$ cat config.mk
export PLATFORM = sky130hd
export DESIGN_NAME = sync_result_fifo
export DESIGN_NICKNAME = d
export VERILOG_FILES = /design/src/rtl/sync_pkg.sv /design/src/rtl/sync_fifo_mem.sv /design/src/rtl/sync_result_fifo.sv
export SDC_FILE = /design/constraint.sdc
export NUM_CORES = 1
export LEC_CHECK = 0
export ABC_CLOCK_PERIOD_IN_PS = 2650
export CAP_MARGIN = 15
export CORE_UTILIZATION = 57
export DETAILED_ROUTE_END_ITERATION = 7
export PLACE_DENSITY = 0.79
export SYNTH_ARGS = -nofsm -noshare
export SYNTH_HDL_FRONTEND = slang
export SYNTH_SLANG_ARGS = --single-unit
$ cat constraint.sdc
create_clock -name clk -period 2.65 [get_ports clk]
set_clock_uncertainty 0.05 [all_clocks]
set_input_delay 0.53 -clock clk [delete_from_list [all_inputs] [get_ports clk]]
set_output_delay 0.53 -clock clk [all_outputs]
set_load 0.005 [all_outputs]
$ cat src/rtl/sync_pkg.sv
// ---------------------------------------------------------------------------
// sync_pkg
// Shared definitions for the result buffer that sits behind the synchronous
// bitwise AND stage.
//   DATA_WIDTH   : default data width (matches the AND stage)
//   FIFO_DEPTH   : default number of buffer entries (power of 2, >= 2)
//   fifo_state_t : 3-state occupancy view (EMPTY / PARTIAL / FULL)
// ---------------------------------------------------------------------------
package sync_pkg;

  localparam int DATA_WIDTH = 4;
  localparam int FIFO_DEPTH = 8;

  typedef enum logic [1:0] {
    EMPTY   = 2'd0,
    PARTIAL = 2'd1,
    FULL    = 2'd2
  } fifo_state_t;

endpackage : sync_pkg

$ cat src/rtl/sync_fifo_mem.sv
// ---------------------------------------------------------------------------
// sync_fifo_mem
// DEPTH x WIDTH register array used as the storage of sync_result_fifo.
//   clk   : rising-edge clock
//   rst   : asynchronous active-high clear of every entry
//   we    : write enable, stores wdata at waddr on the clock edge
//   waddr : write address
//   wdata : write data
//   raddr : read address
//   rdata : combinational read data (mem[raddr])
// The read port is combinational so the FIFO head can fall through to the
// output in the cycle after it is written.
// ---------------------------------------------------------------------------
module sync_fifo_mem #(
  parameter int WIDTH = 4,
  parameter int DEPTH = 8,
  localparam int AW = $clog2(DEPTH)
) (
  input  logic             clk,
  input  logic             rst,
  input  logic             we,
  input  logic [AW-1:0]    waddr,
  input  logic [WIDTH-1:0] wdata,
  input  logic [AW-1:0]    raddr,
  output logic [WIDTH-1:0] rdata
);

  logic [WIDTH-1:0] mem_q [DEPTH];

  // Entries are cleared on reset so the head word reads as zero afterwards.
  always_ff @(posedge clk or posedge rst) begin
    if (rst) begin
      for (int i = 0; i < DEPTH; i++) begin
        mem_q[i] <= '0;
      end
    end else if (we) begin
      mem_q[waddr] <= wdata;
    end
  end

  assign rdata = mem_q[raddr];

endmodule : sync_fifo_mem

$ cat src/rtl/sync_result_fifo.sv
// ---------------------------------------------------------------------------
// sync_result_fifo
// Buffers the registered AND result for a downstream consumer.
//   clk       : rising-edge clock shared with the AND stage
//   rst       : asynchronous active-high reset
//   in_data   : word from the AND stage output c
//   in_valid  : in_data carries a word this cycle
//   in_ready  : not full, a word can be accepted
//   out_data  : head-of-FIFO word (first-word-fall-through)
//   out_valid : not empty, out_data is valid
//   out_ready : consumer takes the head word this cycle
//   count     : stored words, 0..DEPTH
//   overflow  : sticky, a word was offered while full (cleared by rst only)
// The producer cannot be stalled, so a word offered while full is dropped
// and only recorded through overflow.
// ---------------------------------------------------------------------------
module sync_result_fifo
  import sync_pkg::*;
#(
  parameter int WIDTH = DATA_WIDTH,
  parameter int DEPTH = FIFO_DEPTH,
  localparam int AW = $clog2(DEPTH)
) (
  input  logic             clk,
  input  logic             rst,
  input  logic [WIDTH-1:0] in_data,
  input  logic             in_valid,
  output logic             in_ready,
  output logic [WIDTH-1:0] out_data,
  output logic             out_valid,
  input  logic             out_ready,
  output logic [AW:0]      count,
  output logic             overflow
);

  localparam logic [AW:0] PTR_ONE = {{AW{1'b0}}, 1'b1};

  // Pointers carry one extra wrap bit so full and empty are distinguishable
  // without a separate state register.
  logic [AW:0]      wr_ptr_q, wr_ptr_d;
  logic [AW:0]      rd_ptr_q, rd_ptr_d;
  logic [AW:0]      count_q, count_d;
  logic             overflow_q, overflow_d;
  fifo_state_t      state;
  logic             push;
  logic             pop;
  logic [WIDTH-1:0] rdata;

  // Occupancy view decoded from the registered pointers.
  always_comb begin
    state = PARTIAL;
    if (wr_ptr_q == rd_ptr_q) begin
      state = EMPTY;
    end else if (wr_ptr_q[AW-1:0] == rd_ptr_q[AW-1:0]) begin
      // Low bits equal but pointers differ, so only the wrap bit differs.
      state = FULL;
    end
  end

  assign in_ready  = (state != FULL);
  assign out_valid = (state != EMPTY);

  assign push = in_valid && in_ready;
  assign pop  = out_valid && out_ready;

  always_comb begin
    wr_ptr_d   = wr_ptr_q;
    rd_ptr_d   = rd_ptr_q;
    overflow_d = overflow_q;
    if (push) begin
      wr_ptr_d = wr_ptr_q + PTR_ONE;
    end
    if (pop) begin
      rd_ptr_d = rd_ptr_q + PTR_ONE;
    end
    if (in_valid && !in_ready) begin
      overflow_d = 1'b1;
    end
    // Modular difference of the wrap-bit pointers is the occupancy.
    count_d = wr_ptr_d - rd_ptr_d;
  end

  always_ff @(posedge clk or posedge rst) begin
    if (rst) begin
      wr_ptr_q   <= '0;
      rd_ptr_q   <= '0;
      count_q    <= '0;
      overflow_q <= 1'b0;
    end else begin
      wr_ptr_q   <= wr_ptr_d;
      rd_ptr_q   <= rd_ptr_d;
      count_q    <= count_d;
      overflow_q <= overflow_d;
    end
  end

  sync_fifo_mem #(
    .WIDTH (WIDTH),
    .DEPTH (DEPTH)
  ) u_mem (
    .clk   (clk),
    .rst   (rst),
    .we    (push),
    .waddr (wr_ptr_q[AW-1:0]),
    .wdata (in_data),
    .raddr (rd_ptr_q[AW-1:0]),
    .rdata (rdata)
  );

  assign out_data = rdata;
  assign count    = count_q;
  assign overflow = overflow_q;

endmodule : sync_result_fifo

* Word-level counts from Yosys, hierarchy flattened
Index checks and enable logic that the tools add are counted.
** Storage, ports and cells
- Flip-flop bits (word level) :: 45
- Latch bits :: 0
- RAM bits :: 0
- Bits in read-only memories :: 0
- Input port bits :: 8
- Output and inout bits :: 11
- Memories :: 0
** Cells by class
- Add/subtract/negate cells :: 3
- $mul :: 0
- Divide/modulo/power cells :: 0
- Order comparisons :: 3
- Equal/unequal tests :: 3
- Shift-type cells :: 0
- Mux-type cells :: 10
- Bitwise operators :: 2
- Reductions and logical operators :: 6
** Operators by type and width (count)
- $bwmux 32 :: 1
- $mux 4 :: 5
- $bmux 4 s3 :: 1
- $demux 4 s3 :: 1
- $add 4x1->4 const B :: 2
- $ge 4x4->1 const B :: 2
- $not 3->4 :: 2
- $eq 4x4->1 :: 1
- $logic_and 1x1->1 :: 4
- $lt 4x1->1 const B :: 1
- $mux 2 :: 2
- $sub 4x4->4 :: 1
- $eq 3x3->1 :: 1
- $ne 2x2->1 const B :: 1
- $reduce_bool 2->1 :: 1
- $logic_not 1->1 :: 1

* Logic depth before layout (Yosys ltp)
- Depth in word-level cells :: 7
- Depth in mapped cells :: 12
- Gate-level depth less buffers :: 11

* Cells and area by module
A second synthesis with hierarchy kept.
** Second synthesis, totals
- Cell total of the unflattened synthesis :: 151
- Area, all modules :: 2299.7 µm²
** Modules (own cells, without submodules)
- sync_fifo_mem :: times used 1, cells an instance 87, area each 1536.5 µm², seq. area each 800.8 µm²
- sync_result_fifo :: times used 1, cells an instance 64, area each 763.2 µm², seq. area each 325.3 µm²

* Worst setup path after synthesis
No wires, ideal clock.
- Path kind :: reg2reg
- Start point :: register wr_ptr_q[1]
- End point :: register count_q[3] (netlist: count[3])
- Arrival time :: 2245 ps
- Setup slack :: 230 ps
- Stages on the path, launching flop included :: 11
- Buffers on the path :: 1
- Period minus slack after synthesis :: 2420 ps
- Cell sequence :: dfrtp_1 buf_2 xnor2_1 nand4_2 nand2_1 mux2_2 ha_1 a21o_1 a21oi_1 xnor2_1 xnor2_1
** On the way
- Longest elaborated chain between the ends :: 7
- Elaborated cells between the ends (all ways) :: 12
- Those cells by class :: add/sub: 2; eq/ne: 3; mux: 4; reduce/logical: 3
** Ends and longest elaborated chain
- start: declaration :: RTL line sync_result_fifo.sv:40 : logic [AW:0] wr_ptr_q, wr_ptr_d;
- start signal: assignment :: RTL line sync_result_fifo.sv:90 : wr_ptr_q <= wr_ptr_d;
- $eq 3x3->1 :: RTL line sync_result_fifo.sv:54 : end else if (wr_ptr_q[AW-1:0] == rd_ptr_q[AW-1:0]) begin
- $mux 2 :: RTL line sync_result_fifo.sv:54
- $mux 2 * :: RTL line sync_result_fifo.sv:52 : if (wr_ptr_q == rd_ptr_q) begin
- $ne 2x2->1 * :: RTL line sync_result_fifo.sv:60 : assign in_ready = (state != FULL);
- named net in_ready :: RTL line sync_result_fifo.sv:28 : output logic in_ready,
- $logic_and 1x1->1 * :: RTL line sync_result_fifo.sv:63 : assign push = in_valid && in_ready;
- $mux 4 * :: RTL line sync_result_fifo.sv:70 : if (push) begin
- named net wr_ptr_d[1] :: RTL line sync_result_fifo.sv:40
- $sub 4x4->4 * :: RTL line sync_result_fifo.sv:80 : count_d = wr_ptr_d - rd_ptr_d;
- named net count_d[3] :: RTL line sync_result_fifo.sv:42 : logic [AW:0] count_q, count_d;
- end signal: assignment :: RTL line sync_result_fifo.sv:92 : count_q <= count_d;
- end: declaration :: RTL line sync_result_fifo.sv:42
The timed path passes the listed nets; every way through them passes the cells marked *.
A chain may end at the register's enable or synchronous reset.

* Worst setup path in the final report
- Start point :: register rd_ptr_q[0]
- End point :: output in_ready
** On the way
- Longest elaborated chain between the ends :: 4
- Elaborated cells between the ends (all ways) :: 5
- Those cells by class :: eq/ne: 3; mux: 2
** Ends and longest elaborated chain
- start: declaration :: RTL line sync_result_fifo.sv:41 : logic [AW:0] rd_ptr_q, rd_ptr_d;
- start signal: assignment :: RTL line sync_result_fifo.sv:91 : rd_ptr_q <= rd_ptr_d;
- $eq 3x3->1 :: RTL line sync_result_fifo.sv:54
- $mux 2 :: RTL line sync_result_fifo.sv:54
- $mux 2 * :: RTL line sync_result_fifo.sv:52
- $ne 2x2->1 * :: RTL line sync_result_fifo.sv:60
- end: declaration :: RTL line sync_result_fifo.sv:28
Every way passes the cells marked *; elsewhere a longest branch is shown, timed or not.

==> impl_metrics.yaml <==
outcome:
  outcome: "finished clean"
placed_design:
  io_buffers: 18
  globalplace.congestion: 0.8273
  post-dp-hpwl_mm: 3.046
  dp.cells: 220
  placed_area_um2: 2457
route:
  drt_iter0_markers: 61
  via_per_inst: 5.795
  num_vias: 1327
  totalWireLength_mm: 4.119
  ant_nets: 0
  routedWlPerCell_um: 17.99
  drcViolationCount: 0
  drt-pass1-iter-count: 4
sta:
  period_share_pct: 95.19
  finalSetupViolCount: 0
  max_slew.worst_pin.slew_ps: 537.4
  fin_tns_setup_ps: 0
  hold_viol: 0
  relSlewSlack_pct: 64.17
  fmax_mhz: 396.4
  rsz0062_at_grt: "no"
  finalMaxSlewViolations: 0
  layout_min_cycle_time_ps: 2523
clock_tree:
  clk_latency_ps: 300
  cts_tree: "done"
  clkSlewWorstSetupHoldPaths_ps: 80
  root_buffer: "clkbuf_8"
  hold_buffers: 0
  clock_path_buffers: 2
  cts.sinks: 45
  htree_levels: 2
  numCtsBuffers: 5
hold_path:
  hold_path.class: "reg -> reg"
  whs_path_depth: 1
global_routing:
  grt_usage_pct: 23.78
  grt_use_met3_pct: 5.254
  busiest_layer: "met2"
  grt_pass1_wl_mm: 7.100
  antenna_found_initial: 0
  grt_pass1_vias: 1448
  grt.met2_usage_pct: 40.29
  grt_max_degree: 46
  grtUsageMet1_pct: 30.32
  gr-total-overflow: 0
worst_setup_path:
  worst-setup-path-type: "reg -> out"
  worstPathMaxFanout: 11
  startpoint_type: "flop"
  reg2regPathDepth: 11
  crit_required_ps: 2070
  path_cells: "buf_12 -> buf_4 -> xnor2_2 -> nand4_2 -> buf_4 -> clkdlybuf4s50_1"
  worst_path_most_repeated_cell: "buf_4"
  crit_arrival_ps: 1940
  cp-end-kind: "output port"
  cpMaxStageDelayCell: "clkdlybuf4s50_1"
  slowest_delay_ps: 440
pwr:
  p_leak_uw: 0.001129
  max-vdd-ir-drop_mv: 0.7445
  power_density_nw_per_um2: 1407
floorplan:
  die_w_um: 63.45
  rows: 21
  die_area_um2: 4025
  num_io_pins: 19
  dieHeight_um: 63.45
  start_util_pct: 62.05
  core_area_um2: 3468
synth:
  synth-seq-cells: 45
  syn-num-nets: 165
  syn_area_um2: 2152
  avgSynthCellArea_um2: 14.25
  ys_types: 27
  netlist_instances: 151
  yosysWarnings: 0
  yosysSeqAreaShare_pct: 52.33
  synth_top_area_share_pct: 52.33
  synth_area_leaders: "dfrtp_1 52%, mux2_2 19%, mux4_2 8.4%, xnor2_1 3.7%, ha_1 2.9%"
  post-synth-top-area-cell: "dfrtp_1"
layout:
  design_area_um2: 2562
  layout-drive-gt1-share_pct: 38.80
  fin_util_pct: 73.88
  register_area_um2: 1126
  final_net_count: 196
  fillerInstances: 242
  syn2layout_area_growth_pct: 19.07
  final_cells: 229
  diodes: 0
  multi_input_area_um2: 980.9
flow_run:
  maxCapViolCount: 0
## worst max-delay path: cells and delay by family (launching register included)
family / cells / cell delay, ps
buffers and inverters: 4 / 940
flip-flops: 1 / 400
XOR/XNOR: 1 / 160
AND/OR/NAND/NOR: 1 / 140
## sequential cells by signal, summed over array words and instances, names as in the netlist
register / cells
overflow: 1
wr_ptr_q: 4
count: 4
u_mem.mem_q: 32
rd_ptr_q: 4
## synth_stat cells, drive strengths merged
cell	instances
o21bai	2
a21o	1
nand4	3
inv	9
or4b	1
nor3	1
nand4b	1
ha	5
or3b	1
nand3b	1
buf	4
mux2i	1
mux4	8
clkbuf	2
and2b	1
nor2b	1
fa	1
a21oi	1
xnor2	9
xor2	4
nand3	3
nor4	1
mux2	37
dfrtp	45
nand2	5
nor2	3
## metrics by stage
step | hold slack, ps | power, uW | setup WS [ps]
2_1_floorplan | 410.4 | 2529 | 230.2
3_3_place_gp | 424.4 | 3112 | 230.7
3_5_place_dp | 428.6 | 3216 | 116.3
4_1_cts | 444.3 | 3591 | 0.2394
5_1_grt | 467.3 | 3874 | 15.93
6_report | 444.0 | 3605 | 127.4
## cells by family (layout without fill, tap and decap cells)
logic type	count (synthesis)	count (layout)	synth area share, %
xor gates and xnor gates	13	13	5.291
buffers and inverters	15	47	2.849
and+or+nand+nor	22	22	6.221
AOI/OAI and AO/OA	4	4	1.279
muxes	46	46	28.20
DFF	45	45	52.33
adders and majority gates	6	6	3.837
## what timing repair did
| item | CTS | global route |
|---|---|---|
| gates resized for setup | 4 | 4 |
| setup endpoints to repair | 4 | 2 |
| setup buffers | 1 | 0 |
## worst paths after layout
check / start / end / slack, ps
min in group asynchronous: rst / rd_ptr_q[2]$_DFF_PP0_ / 620
max: rd_ptr_q[0]$_DFF_PP0_ / in_ready / 130
max reg2reg: rd_ptr_q[0]$_DFF_PP0_ / count[3]$_DFF_PP0_ / 140
min reg2reg: rd_ptr_q[3]$_DFF_PP0_ / rd_ptr_q[3]$_DFF_PP0_ / 440
min: rd_ptr_q[3]$_DFF_PP0_ / rd_ptr_q[3]$_DFF_PP0_ / 440
max in group asynchronous: rst / u_mem.mem_q[28]$_DFFE_PP0P_ / 1560
## cells in the final DEF (no fill, tap or decap), types with 2 or more instances in the layout
master / Yosys / routed
o21bai_1: 2 / 2
mux2_2: 37 / 37
dfrtp_1: 45 / 45
inv_1: 9 / 9
clkdlybuf4s50_1: 0 / 14
nor2_1: 3 / 3
xor2_1: 4 / 4
nand2_1: 5 / 3
mux4_2: 8 / 8
nand3_1: 3 / 3
nand2_2: 0 / 2
dlygate4sd2_1: 0 / 4
buf_4: 0 / 11
ha_1: 5 / 5
nand4_1: 2 / 2
clkinv_2: 0 / 2
xnor2_1: 9 / 8
clkbuf_8: 0 / 5
## power by group
| group | internal (uW) | switching [uW] | total (uW) |
|---|---|---|---|
| Combinational | 1120 | 808 | 1930 |
| Sequential | 1050 | 214 | 1270 |
| Clock | 182 | 228 | 410 |
| Total | 2350 | 1250 | 3600 |
## layer usage
| metal | part of all wire, % | wire, um |
|---|---|---|
| met3 | 3.6 | 147 |
| met5 | 0 | 0 |
| met4 | 1.4 | 57 |
| met2 | 51 | 2119 |
| met1 | 44 | 1794 |
## final cells by class
| class | count | share of cell area, % |
|---|---|---|
| sequential | 45 | 43.95 |
| multi-input combinational | 91 | 38.28 |
| timing repair buffer | 30 | 10.84 |
| clock buffer | 5 | 2.686 |
| tap | 46 | 2.246 |
| inverter | 9 | 1.318 |
| clock inverter | 3 | 0.6836 |
(Power assumes the default switching activity.)
==> RTL edit (same settings) <==
Remove the register `count_q`: a continuous assignment takes its place, so the output `count` follows one clock earlier.
--- a/src/rtl/sync_result_fifo.sv
+++ b/src/rtl/sync_result_fifo.sv
@@ -85,13 +85,13 @@
       wr_ptr_q   <= '0;
       rd_ptr_q   <= '0;
-      count_q    <= '0;
       overflow_q <= 1'b0;
     end else begin
       wr_ptr_q   <= wr_ptr_d;
       rd_ptr_q   <= rd_ptr_d;
-      count_q    <= count_d;
       overflow_q <= overflow_d;
     end
   end
+
+  assign count_q = count_d;
 
   sync_fifo_mem #(
Behaviour: not the same (Yosys sat finds a counterexample within 4 cycles, from zero or initial values and one cycle with rst high).
==> RTL edit against the original RTL <==
The run now ends with negative setup slack left; largest power group unchanged; critical path depth rose by 5; sequential cell count fell by 4; combinational power rose by 66%; setup slack got worse by 0.84 ns; wire length rose by 19%; critical path type unchanged; total power rose by 34%; area after synthesis fell by 3.1%; die area fell by 3.0%; sequential share of layout area fell by 8.0 points; first-iteration DRC count fell by 20%; register-to-register slack improved by 0.41 ns; utilization rose by 10 points; design area rose by 12%.
==> RTL edit: results (changes against the original RTL) <==
* Detailed Route WL: 4.883 mm (+19%)
* Switching component of the power: 1.723 mW (+38%)
- Fraction of final layout cells sized beyond drive strength 1: 62.14% (+23 points)
- Post-route worst setup slack: -0.7129 ns (-0.8403 ns)
- The number of distinct standard cells referenced by the synthesized netlist came to 28 (+3.7%).
- VDD IR max: 0.8929 mV (+20%)
* Count of placed standard cells including taps: 227 (+3.2%)
- Final Wtd Congestion: 0.8155 (-1.4%)
- The total nets after synthesis was 162 (-1.8%).
- The source-to-sink clock delay at the later pin of the worst-skew pair came to 0.36 ns (+0.06 ns).
* Vias in the first global route: 1565 (+8.1%)
* Post-placement worst setup slack: -0.7503 ns (-0.8666 ns)
- Cell chosen for the clock root: sky130_fd_sc_hd__clkbuf_4
* Detailed Place HPWL: 3.216 mm (+5.6%)
- The average routed wire per standard cell is 19.38 µm (+7.7%).
- The number of endpoints failing setup at the final stage came to 3 (+3).
- The largest fanout of any net on the critical path came to 3 (-8).
* CTS clk-pin slew, worst paths: 0.13 ns (+0.05 ns)
- Run status: finished, violations left
- The final-stage net count came to 219 (+12%).
* Initial DRC Count: 49 (-20%)
- The sequential element share of the synthesized area was 49.22% (-3.1 points).
- Overall track demand over capacity in global routing: 28.33% (+4.5 points)
- The total leakage power was 1.288 nW (+14%).
* Violations in the final reports: negative setup slack
* Total Neg Setup Slack: -1.710 ns (-1.710 ns)
- Slew at the pin with the worst max-slew slack: 0.5016 ns (-0.03582 ns)
* Most instantiated cells after synthesis: sky130_fd_sc_hd__dfrtp_1 (41), sky130_fd_sc_hd__mux2_2 (37), sky130_fd_sc_hd__inv_1 (9), sky130_fd_sc_hd__xnor2_1 (9), sky130_fd_sc_hd__mux4_2 (8)
- The largest net degree at the start of global routing is 42 (-8.7%).
==> RTL edit: changes by cell type after synthesis, sizes merged <==
cell / before / now
nor4b: 0 / 1
nor3: 1 / 2
or4b: 1 / 0
nor2: 3 / 2
nand3b: 1 / 0
dfrtp: 45 / 41
nand2: 5 / 6
nand4b: 1 / 2
nor4: 1 / 0
buf: 4 / 5
or3b: 1 / 0
and3: 0 / 1
==> RTL edit: cells by family after synthesis <==
logic type,count (synthesis),share of synthesized area [%]
AND/OR/NAND/NOR,22,7.743
flip-flops,41,49.22
multiplexers,46,29.11
buffers and inverters,16,3.181
AO/OA/AOI/OAI,4,1.320
XOR/XNOR,13,5.462
adder cells (fa/ha/maj),6,3.962
==> RTL edit: power groups by stage <==
stage	clock network [mW]	logic, mW	registers, mW
final	0.428	3.21	1.19
after floorplan	0	1.64	1.11
after detailed placement	0	2.67	1.19
after CTS	0.437	2.92	1.18
after global routing	0.468	3.43	1.23
after global placement	0	2.55	1.15
==> RTL edit: path summary, 6_finish.rpt <==
path / startpoint / end / slack [ns] / cells after the start
setup / recovery: rd_ptr_q[3] / count[3] / -0.71 / 11
hold / removal: u_mem.mem_q[28] / u_mem.mem_q[28] / 0.46 / 1
setup reg to reg: rd_ptr_q[3] / u_mem.mem_q[11] / 0.55 / 7
max in group asynchronous: rst / rd_ptr_q[1] / 1.65 / 3
min in group asynchronous: rst / u_mem.mem_q[29] / 0.52 / 3
hold reg to reg: u_mem.mem_q[28] / u_mem.mem_q[28] / 0.46 / 1
==> RTL edit: critical path, cell delays in order, from the launching register on <==
cell and delay, ns:
sky130_fd_sc_hd__dfrtp_1 0.43, sky130_fd_sc_hd__xor2_2 0.19, sky130_fd_sc_hd__nand4b_1 0.25, sky130_fd_sc_hd__nand2_2 0.19, sky130_fd_sc_hd__mux2i_4 0.26, sky130_fd_sc_hd__buf_6 0.12, sky130_fd_sc_hd__ha_4 0.18, sky130_fd_sc_hd__a21o_1 0.16
sky130_fd_sc_hd__a21oi_2 0.19, sky130_fd_sc_hd__xnor2_2 0.15, sky130_fd_sc_hd__xnor2_1 0.15, sky130_fd_sc_hd__buf_2 0.15
==> RTL edit: area by class of cell <==
| class | instances | area (µm²) |
|---|---|---|
| clock buffer | 6 | 51.30 |
| clock inverter | 2 | 37.54 |
| sequential | 41 | 1032 |
| tap | 46 | 57.56 |
| inverter | 9 | 33.78 |
| fill | 168 | 540.5 |
| timing repair buffer | 57 | 504.2 |
| multi-input combinational | 91 | 1159 |
==> RTL edit: metal layers <==
metal / track usage [%] / wire [µm]
met1: 32.79 / 1891
met2: 50.68 / 2762
met3: 6.569 / 132
met4: 10.76 / 96
met5: 0 / 0
==> RTL edit: what timing repair did <==
action	CTS	global route
resized for setup	50	18
hold buffers	0	0
setup endpoints to repair	8	8
pin swaps	11	10
setup buffers	13	8
